==> config.mk <==
export PLATFORM = sky130hd
export DESIGN_NAME = sad_accum_4b_flat
export DESIGN_NICKNAME = d
export VERILOG_FILES = /design/src/rtl/sad_accum_4b_pkg.sv /design/src/rtl/sad_accum_4b_if.sv /design/src/rtl/sad_accum_4b_abs_diff.sv /design/src/rtl/sad_accum_4b.sv /design/src/flat_wrapper.sv
export SDC_FILE = /design/constraint.sdc
export NUM_CORES = 1
export LEC_CHECK = 0
export CORE_ASPECT_RATIO = 1.2
export CORE_MARGIN = 4
export CORE_UTILIZATION = 48
export DETAILED_ROUTE_END_ITERATION = 10
export GPL_TIMING_DRIVEN = 0
export PLACE_DENSITY = 0.79
export SLEW_MARGIN = 15
export SYNTH_ARGS = -nofsm -noshare
export SYNTH_HDL_FRONTEND = slang
export SYNTH_SLANG_ARGS = --single-unit
==> constraint.sdc <==
create_clock -name clk -period 2.4 [get_ports clk]
set_input_delay 0.48 -clock clk [delete_from_list [all_inputs] [get_ports clk]]
set_output_delay 0.48 -clock clk [all_outputs]
set_load 0.005 [all_outputs]
==> src/rtl/sad_accum_4b_pkg.sv <==
// Shared types and limits for the SAD accumulator: FSM state encoding and
// the saturation ceilings of the sum and pair-count registers.
package sad_accum_pkg;

  typedef enum logic {
    ACCUM = 1'b0,
    DONE  = 1'b1
  } state_e;

  localparam int unsigned DIFF_W = 4;
  localparam int unsigned SUM_W  = 8;
  localparam int unsigned CNT_W  = 5;

  localparam logic [SUM_W-1:0] SUM_MAX = 8'd255;
  localparam logic [CNT_W-1:0] CNT_MAX = 5'd31;

endpackage

==> src/rtl/sad_accum_4b_if.sv <==
// Handshake bundle for the SAD accumulator: an input-pair stream with a frame
// marker and a per-frame result stream.
interface sad_accum_4b_if;

  logic       in_val;
  logic       in_rdy;
  logic [3:0] in0;
  logic [3:0] in1;
  logic       in_last;
  logic       out_val;
  logic       out_rdy;
  logic [7:0] out_sum;
  logic [4:0] out_cnt;
  logic       out_sat;

  modport master (
    output in_val, in0, in1, in_last, out_rdy,
    input  in_rdy, out_val, out_sum, out_cnt, out_sat
  );

  modport slave (
    input  in_val, in0, in1, in_last, out_rdy,
    output in_rdy, out_val, out_sum, out_cnt, out_sat
  );

endinterface

==> src/rtl/sad_accum_4b_abs_diff.sv <==
// Combinational unsigned absolute difference of two 4-bit operands; the
// result always fits in 4 bits (0..15).
module abs_diff_4b (
  input  logic [3:0] in0,
  input  logic [3:0] in1,
  output logic [3:0] diff
);

  assign diff = (in0 >= in1) ? (in0 - in1) : (in1 - in0);

endmodule

==> src/rtl/sad_accum_4b.sv <==
// Frame-based sum of absolute differences: accumulates |in0-in1| per accepted
// pair and presents a saturated sum, saturated pair count and sticky flag.
module sad_accum_4b
  import sad_accum_pkg::*;
(
  input  logic            clk,
  input  logic            rst_n,
  sad_accum_4b_if.slave   bus
);

  state_e             state_q, state_d;
  logic [SUM_W-1:0]   sum_q, sum_d;
  logic [CNT_W-1:0]   cnt_q, cnt_d;
  logic               sat_q, sat_d;

  logic               in_rdy;
  logic               out_val;
  logic               in_fire_p0;
  logic               out_fire;
  logic [DIFF_W-1:0]  diff_p0;
  logic [SUM_W:0]     add_res;

  // Returns {overflow, sum}; an add that would pass SUM_MAX pins at SUM_MAX.
  function automatic logic [SUM_W:0] sat_add(input logic [SUM_W-1:0] acc,
                                             input logic [DIFF_W-1:0] mag);
    logic [SUM_W:0] wide;
    wide = {1'b0, acc} + {{(SUM_W+1-DIFF_W){1'b0}}, mag};
    if (wide > {1'b0, SUM_MAX}) return {1'b1, SUM_MAX};
    return {1'b0, wide[SUM_W-1:0]};
  endfunction

  function automatic logic [CNT_W-1:0] sat_inc(input logic [CNT_W-1:0] cnt);
    if (cnt == CNT_MAX) return CNT_MAX;
    return cnt + 5'd1;
  endfunction

  abs_diff_4b u_abs_diff (
    .in0  (bus.in0),
    .in1  (bus.in1),
    .diff (diff_p0)
  );

  assign in_rdy     = (state_q == ACCUM);
  assign out_val    = (state_q == DONE);
  assign in_fire_p0 = bus.in_val & in_rdy;
  assign out_fire   = out_val & bus.out_rdy;
  assign add_res    = sat_add(sum_q, diff_p0);

  always_comb begin
    state_d = state_q;
    sum_d   = sum_q;
    cnt_d   = cnt_q;
    sat_d   = sat_q;
    unique case (state_q)
      ACCUM: begin
        if (in_fire_p0) begin
          sum_d = add_res[SUM_W-1:0];
          sat_d = sat_q | add_res[SUM_W];
          cnt_d = sat_inc(cnt_q);
          if (bus.in_last) state_d = DONE;
        end
      end
      DONE: begin
        // Result is held until taken; clearing here makes every frame start at zero.
        if (out_fire) begin
          state_d = ACCUM;
          sum_d   = '0;
          cnt_d   = '0;
          sat_d   = 1'b0;
        end
      end
      default: state_d = ACCUM;
    endcase
  end

  // Stage p0 -> registered frame state
  always_ff @(posedge clk or negedge rst_n) begin
    if (!rst_n) begin
      state_q <= ACCUM;
      sum_q   <= '0;
      cnt_q   <= '0;
      sat_q   <= 1'b0;
    end else begin
      state_q <= state_d;
      sum_q   <= sum_d;
      cnt_q   <= cnt_d;
      sat_q   <= sat_d;
    end
  end

  assign bus.in_rdy  = in_rdy;
  assign bus.out_val = out_val;
  assign bus.out_sum = sum_q;
  assign bus.out_cnt = cnt_q;
  assign bus.out_sat = sat_q;

endmodule

==> src/flat_wrapper.sv <==
// flat-port wrapper written by rule: the top's interface ports become plain ports
module sad_accum_4b_flat import sad_accum_pkg::*;
  (clk, rst_n, bus_in_val, bus_in0, bus_in1, bus_in_last, bus_out_rdy, bus_in_rdy, bus_out_val, bus_out_sum, bus_out_cnt, bus_out_sat);
  sad_accum_4b_if bus_i ();
  input  logic clk;
  input  logic rst_n;
  input wire logic [$bits(bus_i.in_val)-1:0] bus_in_val;
  input wire logic [$bits(bus_i.in0)-1:0] bus_in0;
  input wire logic [$bits(bus_i.in1)-1:0] bus_in1;
  input wire logic [$bits(bus_i.in_last)-1:0] bus_in_last;
  input wire logic [$bits(bus_i.out_rdy)-1:0] bus_out_rdy;
  output wire logic [$bits(bus_i.in_rdy)-1:0] bus_in_rdy;
  output wire logic [$bits(bus_i.out_val)-1:0] bus_out_val;
  output wire logic [$bits(bus_i.out_sum)-1:0] bus_out_sum;
  output wire logic [$bits(bus_i.out_cnt)-1:0] bus_out_cnt;
  output wire logic [$bits(bus_i.out_sat)-1:0] bus_out_sat;
  assign bus_i.in_val = bus_in_val;
  assign bus_i.in0 = bus_in0;
  assign bus_i.in1 = bus_in1;
  assign bus_i.in_last = bus_in_last;
  assign bus_i.out_rdy = bus_out_rdy;
  assign bus_in_rdy = bus_i.in_rdy;
  assign bus_out_val = bus_i.out_val;
  assign bus_out_sum = bus_i.out_sum;
  assign bus_out_cnt = bus_i.out_cnt;
  assign bus_out_sat = bus_i.out_sat;
  sad_accum_4b u_core (.clk(clk), .rst_n(rst_n), .bus(bus_i));
endmodule
==> results of run 1 <==
## per-layer routing
metal  routed length, um  up-vias
li1                    -      488
met1                1149      497
met2                1564       35
met3                 125        8
met4                  65        0
met5                   0        -
## cell type report
type | instances | area (um2) | share of cell area
Sequential cell | 15 | 375.4 | 0.2252
Clock buffer | 3 | 22.52 | 0.01351
Tap cell | 30 | 37.54 | 0.02252
Inverter | 13 | 61.31 | 0.03679
Multi-Input combinational cell | 83 | 814.5 | 0.4887
Clock inverter | 1 | 5.005 | 0.003003
Buffer | 2 | 15.01 | 0.009009
Timing Repair Buffer | 36 | 335.3 | 0.2012
## sequential cells by signal, indices dropped and copies added (netlist names)
register	flops
u_core.bus.out_val	1
u_core.bus.out_sat	1
u_core.bus.out_cnt	5
u_core.bus.out_sum	8
## worst max-delay path, delay by kind of cell
family	cells	cell delay, ps
AOI/OAI and AO/OA	4	690
adders and majority gates	3	840
muxes	1	140
buffers and inverters	4	360
xor gates and xnor gates	2	220
## final timing paths
kind                       depth (start not counted)               endpoint  slack, ps                  start
setup / recovery                                  14  u_core.bus.out_sum[3]       -120             bus_in0[0]
hold / removal                                     1     u_core.bus.out_sat        520     u_core.bus.out_sat
setup reg to reg                                   6  u_core.bus.out_sum[0]        670  u_core.bus.out_sum[0]
hold reg to reg                                    1     u_core.bus.out_sat        520     u_core.bus.out_sat
max in group asynchronous                          1  u_core.bus.out_sum[0]       1390                  rst_n
min in group asynchronous                          1  u_core.bus.out_sum[4]        580                  rst_n
## timing repair
action	4_1_cts	5_1_grt
endpoints found under the setup margin	9	9
resized for setup	35	6
pin swaps	18	8
hold buffers	0	0
buffers inserted	8	0
## metrics by stage
step	cells	util	hold slack, ps	TNS [ps]	instance area, um2
CTS	183	0.7760	515.4	-1176	1660
global placement	171	0.7000	494.7	-8419	1498
finish	183	0.7789	517.6	-837.1	1667
floorplan	113	-	184.4	-1467	1180
detailed placement	171	0.7000	489.4	-8636	1498
global route	183	0.7789	549.0	-2207	1667
## cell usage after synthesis, types with 3 or more instances
cell	count	area, um2
fa_1	3	60.06
dfrtp_1	15	375.4
xnor2_1	3	26.28
a41oi_1	3	26.28
inv_1	13	48.80
ha_1	13	162.7
nor2_1	4	15.01
a221o_1	4	40.04
nand2_1	7	26.28
o21ai_0	3	15.01
mux2i_1	3	30.03
a21oi_1	15	75.07
## logic make-up (layout without fill, tap and decap cells)
group	count (synthesis)	count (layout)	synth area share
AO/OA/AOI/OAI	35	35	0.2157
XOR/XNOR	4	4	0.03147
adder cells (fa/ha/maj)	16	16	0.2000
buffers and inverters	15	55	0.05730
flip-flops	15	15	0.3371
multiplexers	4	4	0.03708
AND/OR/NAND/NOR	24	24	0.1214
## power by group through the flow
| stage | Sequential (uW) | Clock, uW | Combinational (uW) |
|---|---|---|---|
| final | 427 | 157 | 837 |
| after detailed placement | 423 | 0 | 698 |
| after floorplan | 415 | 0 | 430 |
| after global routing | 442 | 167 | 914 |
| after CTS | 424 | 156 | 816 |
| after global placement | 419 | 0 | 674 |
==> run metrics, run 1 <==
Layout area overhead 49.66%; synth unique cells 32; Routed wire per std cell 15.87 um; Startpoint Class primary input; power density over cell area 852.9 nW/um2; cell area after synthesis 1114 um2; final WL 2905 um; met3 Use GR 0.02948; setup slack after layout -123.7 ps; EDFF count, synth 0; fillers 153; critical path capture point type register; GP Congestion 0.8022; post-DP HPWL 2045 um; Period minus WS final 2524 ps; Ports 29; Die W 51.97 um; nets 183; Detailed Route Iter0 Violations 35; Slew Limit Fails 0; initial antenna violation count 0; global-route wire length before repair 5030 um; RSZ-0062 raised after global routing true; Clk Tree Root Cell clkbuf_4; Lkg Pwr 0.0007544 uW; Seq/Total Area, Yosys 0.3371; critical path's largest stage delay 370 ps; status complete, but fails checks; HP Class reg -> reg; gr busiest metal met2; GR Util met1 0.2411; Synth async-reset ratio 1.000; CTS tree yes; Synth Area per Inst 9.855 um2; Final Hold Viols 0; CP max-delay cell fa_2; clk sinks 15; Die H 60.77 um; Internal Dissipation 868.8 uW; Yosys reg bits 15; H-tree Lvls 1; GRT Total Usage 0.2147; vias in the first global route 1134; port bufs 28; initial core utilization 0.5205; Reg power frac 0.301; skew final 1.827 ps; CTS buffer count 3; Clock Tree Buf Depth 2; failing checks negative setup slack; commonest non-fill, non-tap cell in the layout clkdlybuf4s50_1; Switching Power 552.6 uW; pre-CTS setup slack -1019 ps; GRT met2 Usage 0.3986; switching share of power 0.3888; ANT cells 0; Reg clk slew, reported paths 100 ps; crit-path cells buf_12 -> inv_12 -> ha_4 -> inv_2 -> fa_2 -> a21oi_4 -> o21ai_4 -> mux2i_1 -> xnor2_1 -> ha_1 -> buf_4 -> a21oi_2 -> xnor2_1 -> a221o_1; Crit Path Max Fanout 3; crit path DAT 2710 ps; clock latency on the worst-skew pair 300 ps; row count 18; layout cells sized above 1 0.3007; commonest non-fill, non-tap cells in the layout clkdlybuf4s50_1, dfrtp_1, a21oi_1, buf_4; Post-Synthesis Cells 113; fmax 396.2 MHz; Via density 5.617; DRC Markers 0; Comb pwr share 0.589; largest net degree at the start of global routing 16; number of warning messages in the yosys log 0; Detail Route Antenna Nets 0; grt total ovfl 0; Setup CP Type in -> reg; via count 1028; CP Data Required Time 2590 ps; core area 2140 um2; Max Cap Viol 0; first-pass iteration count of the detailed router 4; Synthesized Nets 142; VDD IR max 0.0006536 V; clock network power share 0.111; predominant post-synthesis flop cell dfrtp_1; final total power 1421 uW; DIE AREA 3158 um2; Tcrit/Tclk final 1.052; max_slew headroom 0.5524; Worst Tran Pin Value 669.3 ps; Setup Viol. Count Final 9; most used cell, CP xnor2_1
(Power assumes the default switching activity.)
==> run 2, diff against run 1 <==
Settings changed: CORE_UTILIZATION 48 to 49, SYNTH_HIERARCHICAL from default to 1.
==> run metrics, run 2 <==
Setup CP Type in -> reg; Clock Tree Buf Depth 2; Setup Viol. Count Final 9; count leader, synth dfrtp_1; max_slew headroom 0.5300; status complete, but fails checks; EDFF count, synth 0; layout cells sized above 1 0.2824; clk sinks 15; critical path's largest stage delay 370 ps; crit path DAT 2830 ps; row count 19; Max Cap Viol 0; largest net degree at the start of global routing 16; fmax 376.6 MHz; Yosys reg bits 15; Routed wire per std cell 16.32 um; Startpoint Class primary input; Worst Tran Pin Value 702.8 ps; final WL 3280 um; pre-CTS setup slack -1222 ps; synth unique cells 45; most used cell, CP fa_2; DRC Markers 0; post-DP HPWL 2224 um; Hold Slack 531.3 ps; VDD IR max 0.0006436 V; failing checks negative setup slack; initial antenna violation count 0; max reg flops 8; ANT cells 0; port bufs 28; CTS tree yes; CTS buffer count 3; Yosys top cell area share 0.3145; Tcrit/Tclk final 1.106; nets 199; critical path capture point type register; Synthesized Nets 154; HP Class reg -> reg; Slew Limit Fails 0; Fin Setup TNS -1452 ps; via count 1173; number of warning messages in the yosys log 6; commonest non-fill, non-tap cells in the layout clkdlybuf4s50_1, dfrtp_1, buf_4; Hold Buf Count CTS 0; first-pass iteration count of the detailed router 4; top cell type by total area after synthesis dfrtp_1; Layout area overhead 49.06%; grt total ovfl 0; top cells by count, synth dfrtp_1, inv_1, ha_1, a21oi_1, nand2_1; crit-path cells buf_8 -> inv_8 -> ha_4 -> fa_2 -> a21boi_4 -> o21ai_4 -> mux2i_1 -> inv_1 -> fa_2 -> nor2b_4 -> o21a_4 -> o21ai_2 -> o311a_1; predominant post-synthesis flop cell dfrtp_1; H-tree Lvls 1; Crit Path Max Fanout 5; GRT Total Usage 0.2155; setup slack after layout -255.0 ps; initial core utilization 0.5176; vias in the first global route 1227; CP max-delay cell fa_2; Detail Route Antenna Nets 0; Detailed Route Iter0 Violations 27; Via density 5.836; Ports 29; GP Congestion 0.7992; ranking of synthesized cells by area dfrtp_1, ha_1, fa_1; power density over cell area 811.2 nW/um2; CP Data Required Time 2580 ps; fin util 0.7716; Lkg Pwr 0.0007900 uW; Top delay family on crit path compound AO/OA/AOI/OAI gates; Die H 62.07 um; Period minus WS final 2655 ps; clock latency on the worst-skew pair 290 ps; core area 2306 um2; Synth async-reset ratio 1.000; commonest non-fill, non-tap cell in the layout clkdlybuf4s50_1; Clk Tree Root Cell clkbuf_4; FF+latch area 375.4 um2; global-route wire length before repair 5195 um; cell area after synthesis 1194 um2; Seq/Total Area, Yosys 0.3145; Die W 53.06 um; area of the multi-input gates 903.4 um2; Post-Synthesis Cells 126; DIE AREA 3293 um2; Reg clk slew, reported paths 90 ps; Synth Area per Inst 9.473 um2; Crit path buffers/inverters 3; fillers 168; Final Hold Viols 0; RSZ-0062 raised after global routing true; skew final 3.846 ps
## run 2: power by group
part | switching [uW] | internal [uW]
clock | 84.7 | 64.7
sequential | 96.4 | 331
combinational | 393 | 474
total | 574 | 870
## run 2: metal layers
metal	global-route usage	share of wire	vias up
li1	-	-	558
met1	0.2364	0.41	570
met2	0.4167	0.55	39
met3	0.01671	0.038	6
met4	0.1022	0.010	0
met5	0	0	-
## run 2: what timing repair did
action	in CTS	in global routing
setup endpoints to repair	9	9
endpoints found under the hold margin	0	0
gates resized for setup	49	1
pin swaps	24	1
setup buffers	11	1
## run 2: logic make-up after synthesis
group           share of synthesized area
compound gates                     0.2715
xor+xnor                          0.01468
fa+ha+maj                          0.1761
buf+inv                           0.05346
flops                              0.3145
mux                               0.02516
simple gates                       0.1447
## run 2: final timing paths
check,from,end,slack (ps),depth (start not counted)
max,bus_in0[0],u_core/bus.out_sum[4],-260,13
min,u_core/bus.out_cnt[0],u_core/bus.out_cnt[0],530,1
max reg2reg,u_core/bus.out_sum[0],u_core/bus.out_sum[4],480,7
min reg2reg,u_core/bus.out_cnt[0],u_core/bus.out_cnt[0],530,1
max in group asynchronous,rst_n,u_core/bus.out_cnt[2],1350,1
min in group asynchronous,rst_n,u_core/bus.out_sum[4],610,1
## run 2: final cells by class
cell class                 instances  share of cell area
inverter                          15             0.03586
sequential                        15              0.2110
multi-input combinational         95              0.5077
buffer                             1            0.004219
tap                               31             0.02180
clock buffer                       4             0.01477
timing repair buffer              40              0.2046
## run 2: stage by stage
| step | cells | power, uW | cell area, um2 |
|---|---|---|---|
| after detailed placement | 185 | 1133 | 1549 |
| after global placement | 185 | 1103 | 1549 |
| after floorplan | 126 | 843.2 | 1230 |
| final | 201 | 1443 | 1779 |
| after CTS | 200 | 1420 | 1769 |
| after global routing | 201 | 1545 | 1779 |
==> run 3, diff against run 2 <==
Settings changed: CORE_UTILIZATION 49 to 35, PLACE_DENSITY 0.79 to default.
==> run metrics, run 3 (same netlist as run 2, synthesis figures left out) <==
fillers 284; crit path DAT 2830 ps; DIE AREA 4412 um2; Detail Route Antenna Nets 0; CTS tree yes; ANT cells 0; layout cells sized above 1 0.2934; Setup CP Type in -> reg; max_slew headroom 0.5438; critical path's largest stage delay 360 ps; Hold Buf Count CTS 0; commonest non-fill, non-tap cells in the layout clkdlybuf4s50_1, dfrtp_1, inv_1; HP Class reg -> reg; Ports 29; Reg clk slew, reported paths 100 ps; CP Data Required Time 2580 ps; post-DP HPWL 2273 um; non-filler instance count after layout 203; critical path capture point type register; Clk Tree Root Cell clkbuf_4; Routed wire per std cell 15.58 um; commonest non-fill, non-tap cell in the layout clkdlybuf4s50_1; nets 196; fmax 376.6 MHz; initial antenna violation count 0; skew final 3.551 ps; max reg flops 8; Detailed Route Iter0 Violations 37; placed cell areas 1555 um2; Via density 5.862; GRT Total Usage 0.1526; status complete, but fails checks; row count 22; largest net degree at the start of global routing 16; power density over cell area 795.5 nW/um2; placed cell count 190; initial core utilization 0.3771; GP Congestion 0.7393; Tcrit/Tclk final 1.106; Setup Viol. Count Final 9; Slew Limit Fails 0; failing checks negative setup slack; clk sinks 15; RSZ-0062 raised after global routing true; port bufs 28; Lkg Pwr 0.0007983 uW; setup slack after layout -255.3 ps; first-pass iteration count of the detailed router 4; Crit Path Max Fanout 5; Final Hold Viols 0; crit-path cells buf_8 -> inv_8 -> ha_4 -> fa_2 -> a21boi_4 -> o21ai_4 -> mux2i_1 -> a21oi_1 -> ha_1 -> nor2b_4 -> o21a_4 -> o2111a_1 -> o211a_1; clock latency on the worst-skew pair 280 ps; H-tree Lvls 1; Die W 61.31 um; global-route wire length before repair 5257 um; final WL 3163 um; Layout area overhead 51.26%; Period minus WS final 2655 ps; Startpoint Class primary input; vias in the first global route 1182; CTS buffer count 3; DRC Markers 0; via count 1190; Max Cap Viol 0; CP max-delay cell fa_2; VDD IR max 0.0004755 V; Worst Tran Pin Value 682.1 ps; fin util 0.5704; core area 3166 um2; Die H 71.97 um; Design Area, Final 1805 um2; grt total ovfl 0; Clock Tree Buf Depth 2
## run 3: cell count changes in the layout (fill, tap and decap cells not counted), sizes merged
cell    previous run  this run
buf               17        14
clkbuf             4         3
clkinv             0         1
## run 3: area by class of cell
type,instances,area (um2),share of cell area
well taps,36,45.04,0.02495
repair buffers,37,345.3,0.1913
multi-input cells,95,940.9,0.5211
flip-flops and latches,15,375.4,0.2079
clock buffers,3,22.52,0.01247
plain buffers,1,7.507,0.004158
clock inverters,1,5.005,0.002772
inverters,15,63.81,0.03534
## run 3: report_power, final
part	leakage [uW]	switching [uW]	internal, uW	total [uW]
sequential	0.000193	96.0	331	427
clock	0.0000177	86.4	61.9	148
combinational	0.000588	376	485	861
total	0.000798	558	878	1440
## run 3: critical path, delay by kind of cell
kind	cells	cell delay (ps)
AOI/OAI and AO/OA	6	1060
adders and majority gates	3	830
muxes	1	200
and+or+nand+nor	1	140
buffers and inverters	2	120
## run 3: layer usage
metal / GRT usage / wire (um) / up-vias
met5: 0 / 0 / -
met4: 0.05301 / 80 / 0
met3: 0.03025 / 171 / 17
met2: 0.2624 / 1626 / 53
met1: 0.1842 / 1285 / 566
li1: - / - / 554
## run 3: through the flow
stage / setup slack, ps / setup TNS (ps) / hold WS [ps] / power [uW]
after floorplan: -425.5 / -2951 / 184.4 / 843.2
after global placement: -1168 / -10200 / 500.7 / 1112
after detailed placement: -1220 / -10600 / 514.8 / 1134
after CTS: -236.9 / -1345 / 532.6 / 1402
after global routing: -347.1 / -2686 / 570.2 / 1554
final: -255.3 / -1837 / 534.7 / 1436
## run 3: path summary, 6_finish.rpt
kind                       slack (ps)                     to                  start  depth (start not counted)
max                              -260  u_core/bus.out_sum[6]             bus_in0[0]                         13
min                               530  u_core/bus.out_cnt[0]  u_core/bus.out_cnt[0]                          1
max reg2reg                       570  u_core/bus.out_sum[4]  u_core/bus.out_sum[0]                          7
min reg2reg                       530  u_core/bus.out_cnt[0]  u_core/bus.out_cnt[0]                          1
max in group asynchronous        1370  u_core/bus.out_sum[2]                  rst_n                          1
min in group asynchronous         600     u_core/bus.out_val                  rst_n                          1
## run 3: repair_timing
item / 4_1_cts / 5_1_grt
gates resized for setup: 48 / 9
setup buffers: 6 / 3
pin swaps: 14 / 10
cloned: 0 / 0
setup endpoints to repair: 9 / 9
